`src/rtl/branch_pkg.sv`:
```
// Shared definitions for the branch predictor: RISC-V branch funct3 encodings
// and the reset value of the direction counters (weakly not-taken).
package branch_pkg;

  localparam logic [2:0] BEQ  = 3'b000;
  localparam logic [2:0] BNE  = 3'b001;
  localparam logic [2:0] BLT  = 3'b100;
  localparam logic [2:0] BGE  = 3'b101;
  localparam logic [2:0] BLTU = 3'b110;
  localparam logic [2:0] BGEU = 3'b111;

  // 2^(cnt_bits-1)-1: the highest value whose MSB is still 0.
  function automatic logic [31:0] cnt_reset_val(input int unsigned cnt_bits);
    return (32'd1 << (cnt_bits - 1)) - 32'd1;
  endfunction

endpackage

```
`src/rtl/branch_cond.sv`:
```
// Combinational branch condition evaluator: maps funct3 plus ALU comparator
// flags to the actual branch direction; funct3 010/011 is flagged illegal.
module branch_cond
  import branch_pkg::*;
(
  input  logic [2:0] funct3_i,
  input  logic       eq_i,
  input  logic       less_i,
  input  logic       less_u_i,
  output logic       taken_o,
  output logic       illegal_o
);

  always_comb begin
    taken_o   = 1'b0;
    illegal_o = 1'b0;
    case (funct3_i)
      BEQ:     taken_o = eq_i;
      BNE:     taken_o = !eq_i;
      BLT:     taken_o = less_i;
      BGE:     taken_o = !less_i;
      BLTU:    taken_o = less_u_i;
      BGEU:    taken_o = !less_u_i;
      default: illegal_o = 1'b1;
    endcase
  end

endmodule

```
`src/rtl/branch_predictor.sv`:
```
// Bimodal branch predictor: table of saturating counters indexed by PC bits.
// Optional resolve statistics are enabled by defining BRANCH_PRED_STATS_EN.
module branch_predictor
  import branch_pkg::*;
#(
  parameter int XLEN     = 32,
  parameter int IDX_BITS = 6,
  parameter int CNT_BITS = 2
) (
  input  logic            clk,
  input  logic            rst_n,
  input  logic            pred_req,
  input  logic [XLEN-1:0] pred_pc,
  output logic            pred_valid,
  output logic            pred_taken,
  input  logic            res_valid,
  input  logic [XLEN-1:0] res_pc,
  input  logic [2:0]      res_funct3,
  input  logic            res_eq,
  input  logic            res_less,
  input  logic            res_less_u,
  input  logic            res_pred_taken,
  output logic            res_done,
  output logic            res_taken,
  output logic            res_mispredict,
  output logic            res_illegal
`ifdef BRANCH_PRED_STATS_EN
  ,
  output logic [31:0]     stat_branches,
  output logic [31:0]     stat_mispredicts
`endif
);

  localparam int                   TBL_DEPTH = 2 ** IDX_BITS;
  localparam logic [CNT_BITS-1:0]  CNT_RST   = CNT_BITS'(cnt_reset_val(CNT_BITS));
  localparam logic [CNT_BITS-1:0]  CNT_MAX   = {CNT_BITS{1'b1}};

  // Both ports are valid-only with no ready: a request sampled at a rising edge
  // is always consumed, and its result is presented for exactly the next cycle.

  logic [CNT_BITS-1:0] cnt_q [TBL_DEPTH];
  logic [IDX_BITS-1:0] pred_idx;
  logic [IDX_BITS-1:0] res_idx;
  logic [CNT_BITS-1:0] cnt_cur;
  logic [CNT_BITS-1:0] cnt_d;
  logic                cond_taken;
  logic                cond_illegal;
  logic                res_mis;
  logic                res_legal;

  logic pred_valid_q, pred_taken_q;
  logic res_done_q, res_taken_q, res_mispredict_q, res_illegal_q;

  logic unused_pc_bits;
  assign unused_pc_bits = ^{pred_pc[XLEN-1:IDX_BITS+2], pred_pc[1:0],
                            res_pc[XLEN-1:IDX_BITS+2], res_pc[1:0]};

  assign pred_idx = pred_pc[IDX_BITS+1:2];
  assign res_idx  = res_pc[IDX_BITS+1:2];

  branch_cond u_cond (
    .funct3_i  (res_funct3),
    .eq_i      (res_eq),
    .less_i    (res_less),
    .less_u_i  (res_less_u),
    .taken_o   (cond_taken),
    .illegal_o (cond_illegal)
  );

  assign res_legal = res_valid && !cond_illegal;
  assign res_mis   = res_legal && (cond_taken != res_pred_taken);

  always_comb begin
    cnt_cur = cnt_q[res_idx];
    cnt_d   = cnt_cur;
    if (cond_taken && (cnt_cur != CNT_MAX)) begin
      cnt_d = cnt_cur + 1'b1;
    end else if (!cond_taken && (cnt_cur != '0)) begin
      cnt_d = cnt_cur - 1'b1;
    end
  end

  // The lookup reads cnt_q before this edge's update lands: read-before-write.
  always_ff @(posedge clk) begin
    if (!rst_n) begin
      for (int i = 0; i < TBL_DEPTH; i++) cnt_q[i] <= CNT_RST;
      pred_valid_q     <= 1'b0;
      pred_taken_q     <= 1'b0;
      res_done_q       <= 1'b0;
      res_taken_q      <= 1'b0;
      res_mispredict_q <= 1'b0;
      res_illegal_q    <= 1'b0;
    end else begin
      pred_valid_q     <= pred_req;
      pred_taken_q     <= pred_req && cnt_q[pred_idx][CNT_BITS-1];
      res_done_q       <= res_valid;
      res_taken_q      <= res_valid && cond_taken;
      res_mispredict_q <= res_mis;
      res_illegal_q    <= res_valid && cond_illegal;
      if (res_legal) cnt_q[res_idx] <= cnt_d;
    end
  end

  assign pred_valid     = pred_valid_q;
  assign pred_taken     = pred_taken_q;
  assign res_done       = res_done_q;
  assign res_taken      = res_taken_q;
  assign res_mispredict = res_mispredict_q;
  assign res_illegal    = res_illegal_q;

`ifdef BRANCH_PRED_STATS_EN
  logic [31:0] stat_br_q, stat_mp_q;

  always_ff @(posedge clk) begin
    if (!rst_n) begin
      stat_br_q <= '0;
      stat_mp_q <= '0;
    end else begin
      if (res_legal && (stat_br_q != '1)) stat_br_q <= stat_br_q + 32'd1;
      if (res_mis && (stat_mp_q != '1))   stat_mp_q <= stat_mp_q + 32'd1;
    end
  end

  assign stat_branches    = stat_br_q;
  assign stat_mispredicts = stat_mp_q;
`endif

endmodule

```
`config.mk`:
```
export PLATFORM = sky130hd
export DESIGN_NAME = branch_predictor
export DESIGN_NICKNAME = d
export VERILOG_FILES = /design/src/rtl/branch_pkg.sv /design/src/rtl/branch_cond.sv /design/src/rtl/branch_predictor.sv
export SDC_FILE = /design/constraint.sdc
export NUM_CORES = 1
export LEC_CHECK = 0
export CORE_ASPECT_RATIO = 0.9
export CORE_MARGIN = 4
export CORE_UTILIZATION = 35
export DETAILED_ROUTE_END_ITERATION = 7
export PLACE_DENSITY = 0.56
export SETUP_SLACK_MARGIN = 0.15
export SLEW_MARGIN = 0
export SYNTH_ARGS = -nofsm -noshare
export SYNTH_HDL_FRONTEND = slang
export SYNTH_SLANG_ARGS = --single-unit
```
`constraint.sdc`:
```
create_clock -name clk -period 4.4 [get_ports clk]
set_clock_uncertainty 0.15 [all_clocks]
set_input_delay 1.32 -clock clk [delete_from_list [all_inputs] [get_ports clk]]
set_output_delay 1.32 -clock clk [all_outputs]
set_load 0.02 [all_outputs]
```
==> impl_metrics.py <==
metrics = {
    "drt": {
        "drt_wl_total_mm": 24.3,
        "vias": 6240,
        "drc": 0,
        "dr.pass1.iters": 6,
        "drtIter0Drc": 728,
        "avgViaCountPerCell": 5.75,
        "drtAntennaViolNets": 0,
        "wl_per_cell_um": 22.3,
    },
    "die": {
        "die_x_um": 163,
        "ioPinCount": 81,
        "start_util": 0.360,
        "rows": 50,
        "die_h_um": 148,
        "coreArea_sq_um": 21000,
        "dieArea_sq_um": 24000,
    },
    "clock_network": {
        "clock_path_buffers": 2,
        "cts-buffers-inserted": 17,
        "ctsHoldBuffers": 0,
        "cts.clk_slew.worst_paths_ps": 60,
        "clock_latency_ps": 430,
        "htreeDepth": 4,
        "cts.sinks": 134,
        "root_buffer": "clkbuf_16",
        "cts_tree": "yes",
    },
    "grt": {
        "grt_usage": 0.203,
        "grt_remaining_overflow": 0,
        "grt_pass1_vias": 6204,
        "grt_max_degree": 66,
        "antenna_found_initial": 0,
        "grt_pass1_wl_mm": 36.5,
    },
    "timing": {
        "timing.hold.ws_ps": 870,
        "period_share": 0.953,
        "timing_hold_violations_final": 0,
        "fin_ws_ps": 208,
        "setup_viol": 0,
        "period_minus_slack_ps": 4190,
        "max_slew_margin": 0.464,
        "drv_slew": 0,
        "timing.fmax_mhz": 239,
        "rsz0062_at_grt": "false",
        "timing.setup.tns_ps": 0,
        "tightestPinTransition_ps": 804,
    },
    "setup_path": {
        "path_class": "in -> reg",
        "path_max_fanout": 11,
        "reg2regPathDepth": 11,
        "cp-start-kind": "primary input",
        "crit_arrival_ps": 4220,
        "end_kind": "register",
        "crit_required_ps": 4420,
    },
    "hold_path": {
        "worstHoldPathCells": 5,
        "hold_path.class": "reg -> reg",
    },
    "layout": {
        "fillers": 1953,
        "layout.nets": 865,
        "drive_gt1_frac": 0.231,
        "area_delta_synth_final_pct": 27.0,
        "antenna_cells": 0,
    },
    "placed_design": {
        "dp_hpwl_mm": 16.3,
        "port_buffers": 28,
        "place.gp.congestion": 0.887,
        "dpl_worst_slack_ps": -758,
    },
    "yosys": {
        "syn-num-nets": 781,
        "synth_area_sq_um": 7570,
        "synth_warnings": 0,
        "yosysUniqueCellTypes": 51,
        "yosysSeqAreaShare": 0.524,
        "async_flop_share": 0,
        "synth_edf_count": 128,
        "syn_inst": 704,
        "avgSynthCellArea_sq_um": 10.8,
        "ys_ff_latch": 134,
        "ys.flop_type": "edfxtp_1",
    },
    "run": {
        "cap_violations": 0,
    },
    "power": {
        "p_per_area_nw_per_um2": 368,
        "ir_worst_vdd_uv": 233,
        "power_leakage_nw": 3.74,
    },
    "outcome": {
        "status": "complete, no violations",
    },
}
## cells in the final DEF (no fill, tap or decap), types with 12 or more instances in the layout
cell             count
nand2_1            170
edfxtp_1           128
buf_4               72
a21oi_1             65
o21bai_1            64
inv_1               28
mux2i_1             25
nor2_1              25
mux4_2              25
clkdlybuf4s50_1     23
clkbuf_16           18
buf_12              16
o32ai_1             12
## stage by stage
step,power [mW],std cells,cell area [sq um],util
2_1_floorplan,1.84,704,7700,-
3_3_place_gp,2.09,1045,8770,0.417
3_5_place_dp,2.10,1045,8770,0.417
4_1_cts,3.52,1083,9520,0.453
5_1_grt,3.64,1086,9610,0.457
6_report,3.54,1086,9610,0.457
## metal layers
metal	part of all wire	up-vias	global-route usage
met3	0.092	64	0.0385
li1	-	2766	-
met5	0	-	0
met1	0.42	3057	0.279
met4	0.030	0	0.0860
met2	0.46	353	0.314
## worst max-delay path, cell delays in order
cell	delay (ps)
clkdlybuf4s50_1	520
buf_4	210
or2_2	330
nor3_1	360
a2111oi_4	120
nand3_1	130
inv_1	50
ha_1	210
mux2_4	290
a31oi_4	230
buf_6	160
clkbuf_16	170
o21bai_1	90
## kinds of logic after synthesis
kind of cell             count (synthesis)  synth area share
AO/OA/AOI/OAI                          188             0.173
multiplexers                            54             0.113
adder cells (fa/ha/maj)                  2           0.00331
XOR/XNOR                                 3           0.00347
flip-flops                             134             0.524
buffers and inverters                   88            0.0555
AND/OR/NAND/NOR                        235             0.128
## cell type report
class	count	area [sq um]	area share
clock buffers	18	429	0.0446
clock inverters	13	135	0.0141
inverters	29	109	0.0113
multi-input cells	483	3360	0.350
flip-flops and latches	134	3960	0.412
well taps	286	358	0.0372
repair buffers	123	1260	0.131
## registers in the layout, summed over array words and instances, names as in the netlist
signal          count
cnt_q             128
pred_taken          1
pred_valid          1
res_done            1
res_illegal         1
res_mispredict      1
res_taken           1
## path summary, 6_finish.rpt
check / startpoint / to / slack (ps)
hold reg to reg: cnt_q[58][1] / pred_taken / 870
setup / recovery: res_pc[5] / cnt_q[58][0] / 210
hold / removal: cnt_q[58][1] / pred_taken / 870
setup reg to reg: cnt_q[15][0] / cnt_q[58][0] / 1030
## cells in the mapped netlist, types with 4 or more instances
master | n | area [sq um]
a21oi_1 | 66 | 330
buf_2 | 18 | 90.1
buf_4 | 16 | 120
clkbuf_1 | 23 | 86.3
dfxtp_1 | 6 | 120
edfxtp_1 | 128 | 3840
inv_1 | 28 | 105
mux2i_1 | 27 | 270
mux4_2 | 25 | 563
nand2_1 | 172 | 646
nand2b_1 | 7 | 43.8
nand3_1 | 8 | 40.0
nor2_1 | 25 | 93.8
nor3_1 | 7 | 35.0
o21ai_0 | 4 | 20.0
o21bai_1 | 64 | 480
o22ai_1 | 9 | 56.3
o31ai_1 | 4 | 30.0
o32ai_1 | 16 | 140
or2_2 | 4 | 25.0
## power by group
group          internal, mW  switching (mW)
Combinational         0.292           0.423
Sequential             1.43          0.0186
Clock                 0.825           0.555
Total                  2.54           0.997
## what timing repair did
item	in CTS	in global routing
pin swaps	6	6
gates cloned	2	2
setup endpoints to repair	128	128
endpoints found under the hold margin	0	0
setup buffers	5	1
gates resized for setup	21	13
No activity file was read; power rests on OpenSTA's default activity.
